<file path="config.mk">
export PLATFORM = sky130hd
export DESIGN_NAME = sram_queue_ctrl_flat
export DESIGN_NICKNAME = d
export VERILOG_FILES = /design/src/rtl/sram_queue_ctrl_pkg.sv /design/src/rtl/sram_queue_ctrl_if.sv /design/src/rtl/sram_queue_out_stage.sv /design/src/rtl/sram_queue_ctrl.sv /design/src/flat_wrapper.sv
export SDC_FILE = /design/constraint.sdc
export NUM_CORES = 1
export LEC_CHECK = 0
export ABC_AREA = 1
export CORE_AREA = 2 2 346 348
export DETAILED_ROUTE_END_ITERATION = 10
export DIE_AREA = 0 0 348 350
export DONT_BUFFER_PORTS = 1
export GPL_TIMING_DRIVEN = 0
export SLEW_MARGIN = 30
export SYNTH_ARGS = -nofsm -noshare
export SYNTH_HDL_FRONTEND = slang
export SYNTH_HIERARCHICAL = 1
export SYNTH_SLANG_ARGS = --single-unit
</file>
<file path="constraint.sdc">
create_clock -name clock -period 8.8 [get_ports clock]
set_input_delay 2.2 -clock clock [delete_from_list [all_inputs] [get_ports clock]]
set_output_delay 2.2 -clock clock [all_outputs]
set_load 0.1 [all_outputs]
</file>
<file path="src/rtl/sram_queue_ctrl_pkg.sv">
// Shared sizing, types and pointer helpers for the SRAM-backed queue controller.
// Pointers carry one extra wrap bit so that full and empty can be told apart.
package sram_queue_ctrl_pkg;

    localparam int unsigned DEPTH = 8;
    localparam int unsigned WIDTH = 219;
    localparam int unsigned AW    = 3;

    typedef logic [AW:0]      ptr_t;
    typedef logic [AW:0]      count_t;
    typedef logic [AW-1:0]    idx_t;
    typedef logic [WIDTH-1:0] data_t;

    function automatic ptr_t ptr_inc(input ptr_t p);
        return p + ptr_t'(1);
    endfunction

    function automatic idx_t ptr_idx(input ptr_t p);
        return p[AW-1:0];
    endfunction

endpackage

</file>
<file path="src/rtl/sram_queue_ctrl_if.sv">
// Enqueue/dequeue handshakes plus the array macro read and write ports.
// The master modport is the controller side; slave is the producer/consumer/macro side.
interface sram_queue_ctrl_if;
    import sram_queue_ctrl_pkg::*;

    logic   enq_valid;
    logic   enq_ready;
    data_t  enq_bits;
    logic   deq_valid;
    logic   deq_ready;
    data_t  deq_bits;
    count_t count;
    idx_t   R0_addr;
    logic   R0_en;
    data_t  R0_data;
    idx_t   W0_addr;
    logic   W0_en;
    data_t  W0_data;

    modport master (
        input  enq_valid, enq_bits, deq_ready, R0_data,
        output enq_ready, deq_valid, deq_bits, count,
        output R0_addr, R0_en, W0_addr, W0_en, W0_data
    );

    modport slave (
        output enq_valid, enq_bits, deq_ready, R0_data,
        input  enq_ready, deq_valid, deq_bits, count,
        input  R0_addr, R0_en, W0_addr, W0_en, W0_data
    );

endinterface

</file>
<file path="src/rtl/sram_queue_out_stage.sv">
// Presentation stage: hides the macro's one-cycle read latency behind a single
// holding register so the head element can be offered every cycle without bubbles.
module sram_queue_out_stage
    import sram_queue_ctrl_pkg::*;
(
    input  logic  clock,
    input  logic  reset,
    input  logic  flush,
    input  logic  issue,
    input  data_t rd_data,
    input  logic  deq_ready,
    output logic  deq_valid,
    output data_t deq_bits,
    output logic  deq_fire,
    output logic  issue_ok
);

    logic  inflight;
    logic  out_valid;
    data_t out_reg;

    assign deq_valid = !flush && (out_valid || inflight);
    assign deq_bits  = out_valid ? out_reg : rd_data;
    assign deq_fire  = deq_valid && deq_ready;
    // A new read may only be launched when the presentation slot is free next cycle.
    assign issue_ok  = !deq_valid || deq_fire;

    always_ff @(posedge clock or posedge reset) begin
        if (reset) begin
            inflight  <= 1'b0;
            out_valid <= 1'b0;
            out_reg   <= '0;
        end else if (flush) begin
            inflight  <= 1'b0;
            out_valid <= 1'b0;
        end else begin
            inflight <= issue;
            // Macro data is only valid this cycle, so park it if the consumer stalls.
            if (inflight && !deq_ready) begin
                out_valid <= 1'b1;
                out_reg   <= rd_data;
            end else if (deq_fire) begin
                out_valid <= 1'b0;
            end
        end
    end

endmodule

</file>
<file path="src/rtl/sram_queue_ctrl.sv">
// Valid/ready FIFO wrapper around an external 1R1W synchronous-read array macro.
// Slots are released on dequeue, never on read issue, so writes cannot hit a held slot.
module sram_queue_ctrl
    import sram_queue_ctrl_pkg::*;
(
    input logic               clock,
    input logic               reset,
    input logic               flush,
    sram_queue_ctrl_if.master bus
);

    ptr_t   wr_ptr_q;
    ptr_t   rd_ptr_q;
    count_t count_q;
    logic   enq_fire;
    logic   deq_fire;
    logic   unread;
    logic   issue;
    logic   issue_ok;

    assign bus.enq_ready = !flush && (count_q < count_t'(DEPTH));
    assign enq_fire      = bus.enq_valid && bus.enq_ready;
    // Full-width compare so the wrap bit separates full from empty.
    assign unread        = (rd_ptr_q != wr_ptr_q);
    assign issue         = !flush && unread && issue_ok;

    assign bus.W0_en   = enq_fire;
    assign bus.W0_addr = ptr_idx(wr_ptr_q);
    assign bus.W0_data = bus.enq_bits;
    assign bus.R0_en   = issue;
    assign bus.R0_addr = ptr_idx(rd_ptr_q);
    assign bus.count   = count_q;

    sram_queue_out_stage u_out_stage (
        .clock     (clock),
        .reset     (reset),
        .flush     (flush),
        .issue     (issue),
        .rd_data   (bus.R0_data),
        .deq_ready (bus.deq_ready),
        .deq_valid (bus.deq_valid),
        .deq_bits  (bus.deq_bits),
        .deq_fire  (deq_fire),
        .issue_ok  (issue_ok)
    );

    always_ff @(posedge clock or posedge reset) begin
        if (reset) begin
            wr_ptr_q <= '0;
            rd_ptr_q <= '0;
            count_q  <= '0;
        end else if (flush) begin
            wr_ptr_q <= '0;
            rd_ptr_q <= '0;
            count_q  <= '0;
        end else begin
            if (enq_fire) begin
                wr_ptr_q <= ptr_inc(wr_ptr_q);
            end
            if (issue) begin
                rd_ptr_q <= ptr_inc(rd_ptr_q);
            end
            count_q <= count_q + count_t'(enq_fire) - count_t'(deq_fire);
        end
    end

endmodule

</file>
<file path="src/flat_wrapper.sv">
// flat-port wrapper written by rule: the top's interface ports become plain ports
module sram_queue_ctrl_flat import sram_queue_ctrl_pkg::*;
  (clock, reset, flush, bus_enq_valid, bus_enq_bits, bus_deq_ready, bus_R0_data, bus_enq_ready, bus_deq_valid, bus_deq_bits, bus_count, bus_R0_addr, bus_R0_en, bus_W0_addr, bus_W0_en, bus_W0_data);
  sram_queue_ctrl_if bus_i ();
  input logic clock;
  input logic reset;
  input logic flush;
  input wire logic [$bits(bus_i.enq_valid)-1:0] bus_enq_valid;
  input wire logic [$bits(bus_i.enq_bits)-1:0] bus_enq_bits;
  input wire logic [$bits(bus_i.deq_ready)-1:0] bus_deq_ready;
  input wire logic [$bits(bus_i.R0_data)-1:0] bus_R0_data;
  output wire logic [$bits(bus_i.enq_ready)-1:0] bus_enq_ready;
  output wire logic [$bits(bus_i.deq_valid)-1:0] bus_deq_valid;
  output wire logic [$bits(bus_i.deq_bits)-1:0] bus_deq_bits;
  output wire logic [$bits(bus_i.count)-1:0] bus_count;
  output wire logic [$bits(bus_i.R0_addr)-1:0] bus_R0_addr;
  output wire logic [$bits(bus_i.R0_en)-1:0] bus_R0_en;
  output wire logic [$bits(bus_i.W0_addr)-1:0] bus_W0_addr;
  output wire logic [$bits(bus_i.W0_en)-1:0] bus_W0_en;
  output wire logic [$bits(bus_i.W0_data)-1:0] bus_W0_data;
  assign bus_i.enq_valid = bus_enq_valid;
  assign bus_i.enq_bits = bus_enq_bits;
  assign bus_i.deq_ready = bus_deq_ready;
  assign bus_i.R0_data = bus_R0_data;
  assign bus_enq_ready = bus_i.enq_ready;
  assign bus_deq_valid = bus_i.deq_valid;
  assign bus_deq_bits = bus_i.deq_bits;
  assign bus_count = bus_i.count;
  assign bus_R0_addr = bus_i.R0_addr;
  assign bus_R0_en = bus_i.R0_en;
  assign bus_W0_addr = bus_i.W0_addr;
  assign bus_W0_en = bus_i.W0_en;
  assign bus_W0_data = bus_i.W0_data;
  sram_queue_ctrl u_core (.clock(clock), .reset(reset), .flush(flush), .bus(bus_i));
endmodule
</file>
==> results summary, run 1 <==
Counting tap cells, the placed design contains a total of 3551 instances. The number of antenna violations at the first check in global routing is 23. The share of the Yosys chip area taken by registers is 0.410. The number of DRC markers in iteration 0 is 982. The end of the worst register-to-register path is u_core/bus.count[2].

The number of sinks handled by clock tree synthesis is 233. TritonCTS built the clock tree. The synthesized instance count is 2013. Grouping stages by cell kind, the critical path spends the most delay in buffers and inverters.

The overall overflow remaining after global route came out at 0. Yosys instantiated no cell more often than sky130_fd_sc_hd__nand2_1. The CTS H-tree depth came out at 1. The number of nets in the final layout came out at 2497. The remaining routing DRC violations came out at 0. The maximum single-stage delay on the critical path is 470 ps.

The height of the die came out at 350 um. The met1 usage is 0.124. The async set-or-reset flop fraction in the synthesized netlist came out at 1.00. After detailed routing, the average wire length per cell comes to 19.7 um. The critical path ends at bus_R0_en.

In this run the tightest slew margin relative to its limit is 0.287. The count of endpoints failing setup in the final report came out at 0. The proportion of netlist area held by the largest area contributor is 0.410. The layout has 13.5k filler cells. STA classifies the critical path startpoint as an input port. The final hold violation count came out at 0. The distinct cell type count after synthesis came out at 21. For flop-to-flop paths, the worst setup slack is 5950 ps. In this run the power density over the cells is 326 nW/um2. The signal on the critical path passes through inv_1, buf_2, o21ai_0, nor2_1, inv_1, inv_1, nor2_2, nand2_4, inv_2. The worst-margin pin slew is 1070 ps. The maximum net fanout on the critical path is 10. In the global route stage, met3 resource usage came out at 0.0386. The via count of the first global-routing pass is 12.4k. The CTS buffer count is 30.

The origin of the worst setup path is flush. The register bit total from synthesis is 233. The clock tree buffer depth came out at 3. The share of cells above drive strength 1 is 0.213. The total track usage is 0.109. Of the available clock period, the critical path in the final layout requires 0.687. The netlist area before placement came out at 14200 um2. The first-pass GRT wire length is 94100 um.

The horizontal die dimension came out at 348 um. The clock input transition at the sequential cells of the worst setup and hold paths is 60 ps. The number of hold buffers added after CTS was 0.

The worst setup path is captured at an output pin. The timing-limited maximum frequency is 165 MHz. The final cell count without fillers is 3620.

Counting cells, the worst reg-to-reg path comes to 8. The final total negative setup slack came out at 0 ps. The worst hold slack came out at 470 ps. The final max-slew violation count was 0. The number of core rows came out at 126. The time the worst path needs with I/O delays and setup is 6050 ps. The run finished with clean final reports.

The critical path runs through a total of 9 cells. After floorplanning, the core was sized to cover 118000 um2. The buffers inserted during post-CTS setup optimization is 0. The most used flip-flop cell after synthesis is sky130_fd_sc_hd__dfrtp_1. The worst hold path belongs to the class reg2reg. In this run the critical register-to-register path is launched from u_core/bus.count[3]. The slowest stage of the critical path belongs to the cell sky130_fd_sc_hd__inv_2. The synthesized area per cell is 7.06 um2.

The startpoint identified for the worst hold timing path is u_core/u_out_stage/out_reg[63]. Compared with the post-synthesis result, the final layout area differs by 21.6%. By area the synthesized netlist is led by sky130_fd_sc_hd__dfrtp_1 (41%), sky130_fd_sc_hd__nand2_1 (30%), sky130_fd_sc_hd__buf_4 (12%). The number of nets in the synthesized netlist is 2463. The data required time at the worst endpoint came out at 6600 ps. The cell taking the most area after synthesis is sky130_fd_sc_hd__dfrtp_1. The post-detailed-route count of antenna-violating nets came out at 0. The count of input and output buffers came out at 0.

The worst setup slack after layout came out at 2750 ps. The effective utilization at floorplan came out at 0.121. The floorplan step defined a die boundary enclosing 122000 um2. Between clock sinks in the finished design, the worst skew comes to 25.4 ps. The count of flip-flops with a built-in enable after synthesis came out at 0.

Setup repair after global routing left no endpoint under its margin. The routability-driven placement congestion ratio is 0.906. The leakage dissipation came out at 9.06 nW. The worst slack at placement is 2710 ps. The total of cells resized after clock tree synthesis came out at 0. The count of boundary I/O pins came out at 895. The critical setup path kind is in2out. Clock latency on the worst-skew pair, taken at its later pin, is 610 ps. Detailed placement finished with a half-perimeter wire length of 57200 um.

The buffers plus inverters on the worst setup path is 5. The first detailed-routing pass ran for 5 iterations. In this run the most used layer during global routing was met2. The total via count after detailed routing came out at 13.4k. The flip-flop count of the largest register, all copies and words added came out at 219. The maximum vdd drop came out at 0.151 mV. The commonest cells after synthesis are sky130_fd_sc_hd__nand2_1 (1118), sky130_fd_sc_hd__dfrtp_1 (233), sky130_fd_sc_hd__buf_4 (225). For this run, the number of Yosys warnings is 6. The data arrival time of the critical path came out at 3850 ps. Entering global routing, the biggest net connects 85 pins.

Among the stages of the critical path, the cell type that occurs most often is sky130_fd_sc_hd__inv_1. The library cell used as clock root buffer is sky130_fd_sc_hd__clkbuf_16. After detailed routing, the number of vias per cell comes to 3.69. The global-route track usage on met2 is 0.176. The max-capacitance violation count is 0. The wire length after detailed routing is 71300 um.
## where the power goes
group	internal (mW)	switching, mW	total, mW
sequential	1.57	0.339	1.91
combinational	0.393	2.03	2.42
clock	0.758	0.542	1.30
## tightest hold or removal path: stages (launching register included)
cell and delay, ps:
sky130_fd_sc_hd__dfrtp_1 340, sky130_fd_sc_hd__nand2_1 50, sky130_fd_sc_hd__nand2_1 50
## stage by stage
stage / instance area [um2] / utilization / power (mW)
2_1_floorplan: 14200 / - / 3.96
3_3_place_gp: 16100 / 0.137 / 4.30
3_5_place_dp: 16200 / 0.138 / 4.34
4_1_cts: 17300 / 0.146 / 5.68
5_1_grt: 17300 / 0.147 / 5.91
6_report: 17300 / 0.147 / 5.63
## layer usage
| metal | routed length (um) | up-vias |
|---|---|---|
| li1 | - | 6255 |
| met5 | 41 | - |
| met1 | 27200 | 6167 |
| met3 | 7480 | 142 |
| met4 | 3970 | 6 |
| met2 | 32600 | 789 |
## kinds of logic (layout without fill, tap and decap cells)
kind of cell	after synthesis	in the layout	share of synthesized area
AOI/OAI and AO/OA	6	6	0.00220
xor gates and xnor gates	5	5	0.00308
adders and majority gates	7	7	0.00669
buffers and inverters	396	450	0.176
DFF	233	233	0.410
other	0	17	0
and+or+nand+nor	1366	1366	0.402
## worst min path at each step
stage,endpoint,cells past startpoint,slack (ps)
2_1_floorplan,u_core/u_out_stage/out_reg[100],2,440
3_3_place_gp,u_core/u_out_stage/out_reg[108],2,450
3_5_place_dp,u_core/u_out_stage/out_reg[113],2,460
4_1_cts,u_core/u_out_stage/out_reg[98],2,470
5_1_grt,u_core/u_out_stage/out_reg[86],2,480
6_report,u_core/u_out_stage/out_reg[63],2,470
## placed cells by master, fill, tap and decap left out, types with 4 or more instances in the layout
master,count
sky130_fd_sc_hd__ha_1,6
sky130_fd_sc_hd__diode_2,17
sky130_fd_sc_hd__nor2_1,11
sky130_fd_sc_hd__dfrtp_2,4
sky130_fd_sc_hd__clkbuf_8,11
sky130_fd_sc_hd__clkbuf_1,5
sky130_fd_sc_hd__dfrtp_1,229
sky130_fd_sc_hd__nand2_2,11
sky130_fd_sc_hd__inv_1,24
sky130_fd_sc_hd__buf_4,225
sky130_fd_sc_hd__nand3_1,11
sky130_fd_sc_hd__nand4_1,219
sky130_fd_sc_hd__nand2_1,1109
sky130_fd_sc_hd__buf_2,141
sky130_fd_sc_hd__clkbuf_16,31
## layout make-up
| class | count | area, um2 | share of cell area |
|---|---|---|---|
| Antenna cell | 17 | 42.5 | 0.00246 |
| Timing Repair Buffer | 2 | 55.1 | 0.00318 |
| Sequential cell | 233 | 5840 | 0.337 |
| Tap cell | 1536 | 1920 | 0.111 |
| Inverter | 27 | 109 | 0.00629 |
| Clock buffer | 44 | 935 | 0.0540 |
| Buffer | 369 | 2410 | 0.139 |
| Clock inverter | 8 | 82.6 | 0.00477 |
| Multi-Input combinational cell | 1384 | 5910 | 0.342 |
Note: power is estimated with default switching activity, not from simulation.
==> run 2: changes to the inputs <==
clock period = 5.7 ns   (was 8.8 ns; I/O delays follow)
==> results summary, run 2 (synthesis results as in run 1) <==
The flow ran to the end, and the final reports show no timing, DRC or antenna violations. The first-pass GRT wire length is 97000 um (+3.1%). The total via count after detailed routing came out at 13.5k (+0.96%). The endpoint kind of the worst setup timing path is an output pin. The number of core rows came out at 126 (unchanged). The global routing stage identified its most utilized layer as met2. The effective utilization at floorplan was 0.121 (unchanged).

The total track usage is 0.112 (+0.00301). The post-detailed-route count of antenna-violating nets came out at 0 (unchanged). The worst hold slack came out at 470 ps (-0.313 ps). The area growth from synthesis to layout is 22.4%. The leakage dissipation came out at 9.09 nW (+0.31%).

The clock tree from TritonCTS is built. The remaining max-slew budget at the tightest pin came to 0.296 (+0.00951). The instance count along the most critical hold path came out at 2 (unchanged). The number of nets in the final layout came out at 2506 (+0.36%).

STA classifies the critical path startpoint as a flop. For hold timing, the worst endpoint is u_core/u_out_stage/out_reg[200]. The clock input transition at the sequential cells of the worst setup and hold paths came out at 60 ps (about the same). The area of the core region is 118000 um2 (unchanged). The CTS buffer count came out at 31 (+3.3%). Setup repair after global routing left no endpoint under its margin. The number of sinks handled by clock tree synthesis came to 233 (unchanged).

The post-route clock skew came out at 22.9 ps (-2.46 ps). The met3 track utilization from global routing came out at 0.0396 (+0.00101). The data arrival time of the critical path came out at 3150 ps (-700 ps). The proportion of power drawn by flip-flops and latches is 0.342 (+0.003).

The met1 usage came out at 0.125 (+0.00124). The maximum net fanout on the critical path came out at 10 (unchanged). The net switching share of the total power came out at 0.522 (+0.00435). The proportion of power drawn by the clock network is 0.222 (-0.009).

The combinational power share is 0.436 (+0.005). The global-route track usage on met2 came out at 0.186 (+0.00978). The clock tree buffer depth came to 3 (unchanged).

The flip-flop count of the largest register, all copies and words added is 219 (unchanged). The worst-margin pin slew is 1050 ps (-14.2 ps). The most common cell after layout, fill and taps aside is sky130_fd_sc_hd__nand2_1. The floorplan die area was 122000 um2 (unchanged). The number of detailed-route iterations in the first pass is 6 (+1).

The startpoint identified for the worst hold timing path is u_core/u_out_stage/out_reg[200]. The time the worst path needs with I/O delays and setup came out at 4580 ps. The final hold violation count came to 0 (unchanged).

The total of cells resized after clock tree synthesis is 0 (unchanged). The pin count of the biggest net entering global routing came to 29 (-66%). The critical path in this run is classified as reg2out. The switching power is 4.48 mW (+54%).

The max-capacitance violation count is 0 (unchanged). In this run the critical register-to-register path is launched from u_core/bus.count[3]. The via count of the first global-routing pass is 12.8k (+3.4%). The CTS H-tree depth is 1 (unchanged).

The via-per-instance ratio was 3.71 (+0.65%). The count of endpoints failing setup in the final report came out at 0 (unchanged). Of the available clock period, the critical path in the final layout requires 0.803.

The buffers inserted during post-CTS setup optimization is 0 (unchanged). The half-perimeter wire length of the detailed placement result is 58700 um (+2.5%). The data required time at the worst endpoint came out at 4280 ps (-2320 ps). The horizontal die dimension came out at 348 um (unchanged). The worst register-to-register path ends at u_core/bus.count[2]. The cell internal power dissipation came out at 4.11 mW (+51%). The worst setup slack after layout came out at 1120 ps (-1630 ps). The total power consumption of the routed design is 8.60 mW (+53%). In this run the worst hold path is classified as reg2reg.

The minimum setup slack among reg-to-reg paths was 2910 ps (-3040 ps). The number of DRC markers in iteration 0 was 1042 (+6.1%). The timing-limited maximum frequency is 218 MHz. The average routed wire per standard cell was 19.9 um (+1.2%). The cell area after layout is 17400 um2 (+0.62%). The number of cells on the worst reg-to-reg path came out at 8 (unchanged). The final total negative setup slack is 0 ps (unchanged). The maximum vdd drop is 0.309 mV (+110%). The total power divided by cell area came out at 494 nW/um2 (+52%). The count of boundary I/O pins came out at 895 (unchanged). The routability-driven placement congestion ratio came to 0.908 (+0.23%). The final max-slew violation count is 0 (unchanged). The worst slack at placement was 1300 ps (-1420 ps).

The remaining routing DRC violations is 0 (unchanged). The share of cells above drive strength 1 is 0.214 (+0.000520). The placed standard-cell area came out at 16400 um2 (+1.0%). The count of input and output buffers came out at 0 (unchanged). In the layout the commonest cells are sky130_fd_sc_hd__nand2_1 (1108), sky130_fd_sc_hd__dfrtp_1 (229), sky130_fd_sc_hd__buf_4 (225). The clock latency on the worst-skew pair is 640 ps (+30 ps). The library cell used as clock root buffer is sky130_fd_sc_hd__clkbuf_16. The number of antenna violations at the first check in global routing came to 25 (+8.7%). The wire length after detailed routing is 72400 um (+1.5%).

The overall overflow remaining after global route is 0 (unchanged). The height of the die came out at 350 um (unchanged). The number of hold buffers added after CTS came out at 0 (unchanged).
run 2: cell types whose count changed in the layout (fill, tap and decap cells not counted):
| cell | delta |
|---|---|
| sky130_fd_sc_hd__buf_12 | +7 |
| sky130_fd_sc_hd__clkbuf_1 | +7 |
| sky130_fd_sc_hd__clkbuf_8 | -5 |
| sky130_fd_sc_hd__clkinvlp_4 | +3 |
| sky130_fd_sc_hd__clkinv_4 | -2 |
| sky130_fd_sc_hd__diode_2 | +2 |
| sky130_fd_sc_hd__buf_16 | +1 |
| sky130_fd_sc_hd__bufinv_16 | -1 |
| sky130_fd_sc_hd__inv_16 | +1 |
| sky130_fd_sc_hd__inv_6 | -1 |
| sky130_fd_sc_hd__inv_8 | -1 |
| sky130_fd_sc_hd__nand2_1 | -1 |
| sky130_fd_sc_hd__nand2_2 | +1 |
run 2: power by group through the flow:
stage                     clock [mW]  combinational [mW]  sequential [mW]
after floorplan                    0                3.30             2.81
after CTS                       1.98                3.76             2.93
final                           1.91                3.75             2.94
after global placement             0                3.70             2.93
after global routing            2.04                4.00             3.04
after detailed placement           0                3.77             2.94
run 2: worst max-delay path by stage:
| stage | startpoint | end | slack (ps) | depth (start not counted) |
|---|---|---|---|---|
| after floorplan | reset | u_core/u_out_stage/inflight | 1390 | 1 |
| after global placement | reset | u_core/u_out_stage/out_reg[200] | -500 | 1 |
| after detailed placement | flush | bus_R0_en | 1300 | 9 |
| after CTS | u_core/u_out_stage/out_valid | bus_deq_bits[95] | 890 | 5 |
| after global routing | u_core/u_out_stage/out_valid | bus_deq_bits[95] | 870 | 5 |
| final | u_core/u_out_stage/out_valid | bus_deq_bits[106] | 1120 | 5 |
run 2: final cells by class:
| class | instances | area (um2) |
|---|---|---|
| plain buffers | 369 | 2410 |
| fillers | 13500 | 100000 |
| inverters | 27 | 105 |
| diodes | 19 | 47.5 |
| multi-input cells | 1384 | 5910 |
| clock inverters | 7 | 61.3 |
| flip-flops and latches | 233 | 5840 |
| well taps | 1536 | 1920 |
| repair buffers | 10 | 223 |
| clock buffers | 46 | 892 |
run 2: through the flow:
step,instances,utilization
final,3631,0.148
after global placement,3549,0.137
after CTS,3612,0.147
after detailed placement,3559,0.139
after floorplan,2013,-
after global routing,3626,0.148
run 2: metal layers:
layer | vias to the layer above | wire (um)
met4 | 6 | 4020
met2 | 780 | 33900
li1 | 6280 | -
met5 | - | 34
met3 | 130 | 7120
met1 | 6291 | 27300
run 2: critical path, cell delays in order, from the launching register on:
cell and delay (ps):
sky130_fd_sc_hd__dfrtp_1 480, sky130_fd_sc_hd__inv_1 250, sky130_fd_sc_hd__buf_2 530, sky130_fd_sc_hd__buf_2 370, sky130_fd_sc_hd__nand2_1 90, sky130_fd_sc_hd__nand2_1 760
==> run 3: changes to the inputs <==
clock period = 4.08 ns   (was 5.7 ns; I/O delays follow)
==> results summary, run 3 (synthesis results as in run 1) <==
The clock latency on the worst-skew pair came to 640 ps (about the same). The count of endpoints failing setup in the final report is 0 (unchanged). The CTS H-tree depth is 1 (unchanged). The total track usage came out at 0.112 (+0.000171). The post-detailed-route count of antenna-violating nets came out at 0 (unchanged).

The multi-input gate area in the final layout came out at 6040 um2 (+2.2%). The worst hold slack came out at 176 ps (-294 ps). The buffers inserted during post-CTS setup optimization came out at 0 (unchanged). The worst-margin pin slew is 1050 ps (-0.550 ps). The pin count of the biggest net entering global routing is 29 (unchanged). The number of core rows is 126 (unchanged).

The horizontal die dimension was 348 um (unchanged). The share of the clock period used by the worst path after layout came out at 0.964. Tracing the worst setup path back leads to its startpoint at u_core/u_out_stage/out_valid. The length of routed wiring on met1 came out at 27200 um (-0.45%). The clock input transition at the sequential cells of the worst setup and hold paths is 60 ps (about the same). The CTS buffer count came out at 31 (unchanged).

The most common cell after layout, fill and taps aside is sky130_fd_sc_hd__nand2_1. The leakage dissipation is 9.09 nW (about the same). The flip-flop count of the largest register, all copies and words added came out at 219 (unchanged). The total via count after detailed routing is 13.6k (+0.62%).

The area of the core region is 118000 um2 (unchanged). The number of fillers in the final layout is 13.5k (+0.0074%). The effective utilization at floorplan is 0.121 (unchanged). The area growth from synthesis to layout is 23.4%.

The maximum vdd drop is 0.434 mV (+40%). The total power divided by cell area was 686 nW/um2 (+39%). The maximum net fanout on the critical path came out at 10 (unchanged). The remaining routing DRC violations came to 0 (unchanged). The final max-slew violation count is 0 (unchanged). The path class of the tightest hold or removal check is in2async.

The number of DRC markers in iteration 0 came out at 1073 (+3.0%). The number of antenna violations at the first check in global routing came out at 25 (unchanged). The worst setup path is launched from a flop. The detailed-routed wire length on met3 is 7100 um (-0.25%). The number of sinks handled by clock tree synthesis is 233 (unchanged). The source of the worst register-to-register timing path is u_core/bus.count[3]. The data required time at the worst endpoint came to 3060 ps (-1220 ps). The top cell types in the final layout, fill and taps aside, are sky130_fd_sc_hd__nand2_1 (1056), sky130_fd_sc_hd__dfrtp_1 (229), sky130_fd_sc_hd__buf_4 (227). The floorplan die area is 122000 um2 (unchanged). The max-capacitance violation count is 0 (unchanged).

The minimum setup slack among reg-to-reg paths is 1290 ps (-1620 ps). The overall overflow remaining after global route came out at 0 (unchanged). TritonCTS built the clock tree. The time the worst path needs with I/O delays and setup is 3930 ps.

The flow ran to the end, and the final reports show no timing, DRC or antenna violations. The number of nets in the final layout is 2506 (unchanged). The met2 layer wire length in the routed design is 33800 um (-0.34%). STA classifies the critical path endpoint as an output pin. The count of input and output buffers came out at 0 (unchanged).

Timing would allow up to 254 MHz. The number of cells on the worst reg-to-reg path came out at 8 (unchanged). The post-route clock skew is 25.4 ps (+2.43 ps).

The critical path in this run is classified as reg2out. The routability-driven placement congestion ratio came out at 0.908 (unchanged). The library cell used as clock root buffer is sky130_fd_sc_hd__clkbuf_16. The share of cells above drive strength 1 is 0.239 (+0.0250).

The wire length after detailed routing came to 72400 um (about the same). The average routed wire per standard cell is 19.9 um (about the same). The clock tree buffer depth is 3 (unchanged). The via-per-instance ratio is 3.73 (+0.54%).

The combined flip-flop and latch cell area is 5840 um2 (unchanged). The first-pass GRT wire length is 97200 um (+0.24%). The count of boundary I/O pins is 895 (unchanged). The number of detailed-route iterations in the first pass came out at 6 (unchanged). The data arrival time of the critical path is 2910 ps (-240 ps). The placed cell count was 3559 (unchanged). The height of the die came out at 350 um (unchanged). The remaining max-slew budget at the tightest pin is 0.297 (+0.000367). The via count of the first global-routing pass was 12.9k (+0.49%). The half-perimeter wire length of the detailed placement result is 58700 um (unchanged). The final hold violation count is 0 (unchanged).

In this run the critical register-to-register path is captured at u_core/bus.count[2]. Signal routing reaches up to met5. The final cell count without fillers is 3634 (+0.083%).
[run 3: final cells by class]
type,count,area share
Antenna cell,22,0.00314
Buffer,369,0.137
Sequential cell,233,0.333
Tap cell,1536,0.110
Clock inverter,7,0.00349
Clock buffer,46,0.0508
Timing Repair Buffer,10,0.0127
Multi-Input combinational cell,1384,0.344
Inverter,27,0.00599
[run 3: worst max-delay path, stage by stage, from the launching register on]
cell                      delay (ps)
sky130_fd_sc_hd__dfrtp_1         480
sky130_fd_sc_hd__inv_1           260
sky130_fd_sc_hd__buf_4           380
sky130_fd_sc_hd__buf_2           290
sky130_fd_sc_hd__nand2_1          70
sky130_fd_sc_hd__nand2_1         770
[run 3: per-stage QoR]
stage / area (um2) / total power [mW] / TNS [ps] / worst slack [ps] / utilization
finish: 17500 / 12.0 / 0 / 148 / 0.149
global route: 17500 / 12.7 / -0.903 / -0.903 / 0.149
CTS: 17400 / 12.1 / 0 / 3.01 / 0.148
detailed placement: 16400 / 9.37 / 0 / 255 / 0.139
global placement: 16100 / 9.25 / -363840 / -1720 / 0.137
floorplan: 14200 / 8.54 / 0 / 178 / -
[run 3: worst max path at each step]
stage	endpoint	slack [ps]
after floorplan	u_core/u_out_stage/inflight	180
after detailed placement	u_core/bus.count[2]	250
after global placement	u_core/u_out_stage/out_reg[200]	-1720
after CTS	bus_deq_bits[18]	3
after global routing	bus_deq_bits[167]	-0.9
final	bus_deq_bits[134]	150
[run 3: per-layer routing]
metal,vias up,track usage
li1,6295,-
met1,6317,0.126
met2,807,0.185
met3,144,0.0387
met4,8,0.0603
met5,-,0
[run 3: what timing repair did]
action | CTS | global route
hold endpoints to repair | 0 | 0
hold buffers | 0 | 0
resized for setup | 39 | 16
endpoints found under the setup margin | 127 | 16
gates cloned | 0 | 0
[run 3: report_power, final]
part	total, mW	switching [mW]	leakage, nW	internal (mW)
clock network	2.67	1.17	0.458	1.50
logic	5.26	4.38	5.68	0.876
registers	4.11	0.728	2.96	3.38
total	12.0	6.28	9.09	5.76
==> RTL edit 1: new RTL, config.mk and constraints of run 3 <==
The package constant `WIDTH` goes from 219 to 211.
--- a/src/rtl/sram_queue_ctrl_pkg.sv
+++ b/src/rtl/sram_queue_ctrl_pkg.sv
@@ -3,7 +3,7 @@
 package sram_queue_ctrl_pkg;
 
     localparam int unsigned DEPTH = 8;
-    localparam int unsigned WIDTH = 219;
+    localparam int unsigned WIDTH = 211;
     localparam int unsigned AW    = 3;
 
     typedef logic [AW:0]      ptr_t;
Ports: changed (resized bus_R0_data, bus_W0_data, bus_deq_bits and bus_enq_bits); port bits go from 895 to 863. The function was not compared with the original's and may differ.
==> RTL edit 1 against run 3 <==
Count of clock-buffer cells in the layout fell by 7; wire length grew 5.1%; synthesized area down 2.9%; register-to-register slack got worse by 0.18 ns; setup slack improved by 0.097 ns; design area fell by 1.1%; first-iteration DRC count down 18%; total power is 0.25% lower; clock power is 7% higher; sequential power down 4%; sequential share of layout area decreased by 0.80 points; sequential cell count shrank 8; combinational power fell by 1%; synthesized cell count fell by 3.4%; critical path type unchanged; critical endpoint is now bus_deq_bits[114]; highest routed layer unchanged.
==> RTL edit 1: results (changes against run 3) <==
Syn Area/Cell: 7.10 um2 (was 7.06 um2)
peak supply drop: 0.336 mV (was 0.434 mV)
routed wire length: 76100 um (was 72400 um)
Global Route Usage Sum: 11.7% (was 11.2%)
skew final: 0.00945 ns (was 0.0254 ns)
clock slew at reported path FFs: 0.06 ns (about the same)
drt via density: 3.74 (was 3.73)
Seq/Total Area, Yosys: 40.8% (was 41.0%)
critical path capture point type: primary output (unchanged)
CTS Buffer Depth: 3 (unchanged)
pre-CTS setup slack: 0.0830 ns (was 0.255 ns)
Post-DP Area: 0.0160 mm2 (was 0.0164 mm2)
drt wl/cell: 21.4 um (was 19.9 um)
Max FO, Critical Path: 10 (unchanged)
outcome: complete, no violations (unchanged)
hold_buf cts: 0 (unchanged)
Primary FF master, synth: dfrtp_1 (unchanged)
GPL Wtd Cong: 0.930 (was 0.908)
router iterations before antenna repair: 5 (was 6)
synth warn: 6 (unchanged)
dpl cells: 3490 (was 3559)
CTS Buf Count: 29 (was 31)
largest net degree at the start of global routing: 28 (was 29)
Pint: 5.86 mW (was 5.76 mW)
initial antenna violation count: 19 (was 25)
combinational fraction of design power: 43.4% (was 43.7%)
Tightest Hold Check Type: primary input to async pin (unchanged)
nets@finish: 2419 (was 2506)
grt ovf: 0 (unchanged)
Largest delay share family, worst path: buffers and inverters (unchanged)
max FFs per register: 211 (was 219)
Power, Total: 12.0 mW (about the same)
DR DRC count: 0 (unchanged)
CTS Root Cell: clkbuf_16 (unchanged)
worst-skew pair later-pin latency: 0.61 ns (was 0.64 ns)
IO Port Bufs: 0 (unchanged)
crit-path max cell delay: 0.67 ns (was 0.77 ns)
Pleak: 8.88 nW (was 9.09 nW)
layout cell share with drive strength beyond 1: 26.5% (was 23.9%)
main area contributors after synthesis: dfrtp_1 (41%), nand2_1 (29%), buf_4 (14%) (was dfrtp_1 (41%), nand2_1 (30%), buf_4 (12%))
Reg2Reg Depth: 8 (unchanged)
slowest CP cell: nand2_1 (unchanged)
worst slew pin tran: 1.05 ns (about the same)
CTS H-tree depth: 1 (unchanged)
list of most frequent post-synthesis cells: nand2_1 (1078), buf_4 (249), dfrtp_1 (225) (was nand2_1 (1118), dfrtp_1 (233), buf_4 (225))
Iteration-0 DRC Markers: 878 (was 1073)
async set or reset register ratio after synthesis: 100% (unchanged)
CP Data Arrival Time: 2.81 ns (was 2.91 ns)
first-pass GRT wire length: 101000 um (was 97200 um)
Distinct cells, synth: 23 (was 21)
Clock Power: 2.85 mW (was 2.67 mW)
HPWL Detailed: 62700 um (was 58700 um)
RTL edit 1: cell types whose count changed after synthesis, sizes merged:
| cell | change |
|---|---|
| nand2 | -40 |
| buf | -22 |
| clkbuf | +10 |
| dfrtp | -8 |
| nand4 | -8 |
RTL edit 1: kinds of logic after synthesis:
kind of cell,after synthesis,synth area share (%)
flip-flops,225,40.8
adder cells (fa/ha/maj),7,0.689
AO/OA/AOI/OAI,6,0.226
buffers and inverters,384,18.1
XOR/XNOR,5,0.317
AND/OR/NAND/NOR,1318,39.9
RTL edit 1: per-layer routing:
metal  vias up  GRT usage [%]  share of wire [%]
met4         2           6.08                5.5
met3       158           4.70                 11
met2       729           19.2                 46
met5         -              0              0.017
met1      6385           13.1                 38
li1       6050              -                  -
RTL edit 1: worst paths after layout:
check	startpoint	to	slack, ns
setup / recovery	u_core/u_out_stage/out_valid	bus_deq_bits[114]	0.25
hold / removal	reset	u_core/bus.count[3]	0.31
setup reg to reg	u_core/bus.count[3]	u_core/bus.count[2]	1.11
hold reg to reg	u_core/u_out_stage/out_reg[74]	u_core/u_out_stage/out_reg[74]	0.47
max in group asynchronous	reset	u_core/u_out_stage/out_reg[189]	2.20
min in group clock	flush	u_core/bus.count[1]	0.46
RTL edit 1: area by class of cell:
cell class | count | area (um2)
fillers | 13500 | 100000
multi-input cells | 1336 | 5990
flip-flops and latches | 225 | 5630
plain buffers | 357 | 2410
well taps | 1536 | 1920
clock buffers | 39 | 823
repair buffers | 9 | 210
clock inverters | 14 | 208
inverters | 27 | 109
diodes | 21 | 52.6
RTL edit 1: timing repair:
item,4_1_cts,5_1_grt
setup buffers,0,0
endpoints found under the setup margin,201,2
pin swaps,0,0
gates resized for setup,112,2
==> RTL edit 2: new RTL, flow settings as in run 3 <==
Made on the original files. Make the reset (`reset`) synchronous in 2 clocked blocks.
--- a/src/rtl/sram_queue_out_stage.sv
+++ b/src/rtl/sram_queue_out_stage.sv
@@ -25,7 +25,7 @@
     // A new read may only be launched when the presentation slot is free next cycle.
     assign issue_ok  = !deq_valid || deq_fire;
 
-    always_ff @(posedge clock or posedge reset) begin
+    always_ff @(posedge clock) begin
         if (reset) begin
             inflight  <= 1'b0;
             out_valid <= 1'b0;
--- a/src/rtl/sram_queue_ctrl.sv
+++ b/src/rtl/sram_queue_ctrl.sv
@@ -44,7 +44,7 @@
         .issue_ok  (issue_ok)
     );
 
-    always_ff @(posedge clock or posedge reset) begin
+    always_ff @(posedge clock) begin
         if (reset) begin
             wr_ptr_q <= '0;
             rd_ptr_q <= '0;
Function: changed (a bounded check fails within 4 cycles, from zero or initial values and one cycle with reset high; the reset may be asserted at any time).
==> RTL edit 2 against run 3 <==
Core utilization is 1.4 points higher; wire length is 8.0% higher; synthesized area is 4.3% lower; design area is 9.4% higher; via count hardly changed; global-route usage is 0.99 points higher; die area stayed put; sequential cell count stayed put; synthesized cell count is 10% higher; setup slack better by 0.076 ns; worst hold slack better by 0.34 ns; maximum frequency is 2.0% higher.
Power is not compared: it rests on default switching activity, and its combinational part moved more than twofold at a synthesized area within 25%.
==> RTL edit 2: results (changes against run 3) <==
dpl cells: 3751 (was 3559)
list of most frequent post-synthesis cells: nand2_1 (682), nor2_1 (454), buf_4 (273) (was nand2_1 (1118), dfrtp_1 (233), buf_4 (225))
skew final: 0.0285 ns (was 0.0254 ns)
relative slew slack: 32.5% (was 29.7%)
Core Box Area: 0.118 mm2 (unchanged)
min-delay src: u_core/rd_ptr_q[3]
Iteration-0 DRC Markers: 920 (was 1073)
RR Startpoint: u_core/bus.count[3] (unchanged)
routed wire length: 78200 um (was 72400 um)
reg2reg end: u_core/bus.count[2] (unchanged)
flop-to-flop setup slack: 1.57 ns (was 1.29 ns)
Synth Area in Compound Gates: 8.39% (was 0.220%)
CP Launch Point: u_core/u_out_stage/out_valid (unchanged)
endpoints failing hold: 0 (unchanged)
max FFs per register: 219 (unchanged)
Max FO, Critical Path: 10 (unchanged)
Mapped Cells: 2215 (was 2013)
hold worst-path end: u_core/rd_ptr_q[3]
HPWL Detailed: 64900 um (was 58700 um)
peak supply drop: 0.305 mV
Post-DP Area: 0.0180 mm2 (was 0.0164 mm2)
Global Route Usage Sum: 12.2% (was 11.2%)
Seq/Total Area, Yosys: 34.3% (was 41.0%)
met2 routed WL: 36200 um (was 33800 um)
post-synthesis adder-cell area fraction: 0.699% (was 0.669%)
pre-CTS setup slack: 0.511 ns (was 0.255 ns)
CTS Buf Count: 34 (was 31)
smallest hold slack: 0.516 ns (was 0.176 ns)
nets@finish: 2701 (was 2506)
Synth Area in XOR/XNOR: 0.193% (was 0.308%)
Tightest Hold Check Type: flop to flop (was primary input to async pin)
initial antenna violation count: 36 (was 25)
wire length on met3: 8200 um (was 7100 um)
first-pass GRT wire length: 103000 um (was 97200 um)
mux contribution to synthesized area: 0% (unchanged)
via count: 13.6k (about the same)
vias in the first global route: 13.0k (was 12.9k)
GPL Wtd Cong: 0.985 (was 0.908)
drt via density: 3.54 (was 3.73)
worst-skew pair later-pin latency: 0.59 ns (was 0.64 ns)
hold path depth: 2
largest net degree at the start of global routing: 13 (was 29)
top layer used by detailed routing: met5 (unchanged)
Tcrit/Tclk final: 94.5% (was 96.4%)
async set or reset register ratio after synthesis: 0% (was 100%)
main area contributors after synthesis: dfxtp_1 (34%), nand2_1 (19%), buf_4 (15%) (was dfrtp_1 (41%), nand2_1 (30%), buf_4 (12%))
CTS H-tree depth: 2 (was 1)
Reg2Reg Depth: 9 (was 8)
layout cell share with drive strength beyond 1: 27.4% (was 23.9%)
setup bufs post-CTS: 0 (unchanged)
Distinct cells, synth: 25 (was 21)
CP Data Arrival Time: 2.84 ns (was 2.91 ns)
CTS resizes: 3 (was 39)
met2 Use GR: 19.7% (was 18.5%)
met1 WL: 30200 um (was 27200 um)
GR Util met3: 4.95% (was 3.87%)
outcome: complete, no violations (unchanged)
met1 Resource Use GR: 13.8% (was 12.6%)
worst setup path end: bus_deq_bits[120] (was bus_deq_bits[134])
-- RTL edit 2: changes by cell type after synthesis, sizes merged, moves of 3 or more --
| cell | run 3 | this run |
|---|---|---|
| buf | 366 | 313 |
| nand2 | 1121 | 685 |
| dfxtp | 0 | 233 |
| nand4 | 219 | 2 |
| a21oi | 1 | 5 |
| nand3 | 11 | 8 |
| o21ai | 4 | 223 |
| clkbuf | 3 | 32 |
| nor2 | 15 | 458 |
| inv | 27 | 243 |
| dfrtp | 233 | 0 |
-- RTL edit 2: worst max-delay path, stage by stage (launching register included) --
cell and delay, ns:
dfxtp_1 0.32, inv_2 0.25, buf_2 0.54, clkbuf_2 0.71, o21ai_4 0.36
-- RTL edit 2: area by class of cell --
type | count | area (um2)
diodes | 14 | 35.0
plain buffers | 345 | 2400
clock buffers | 47 | 950
clock inverters | 15 | 168
fillers | 13300 | 98600
inverters | 243 | 912
multi-input cells | 1394 | 8140
flip-flops and latches | 233 | 4670
well taps | 1536 | 1920
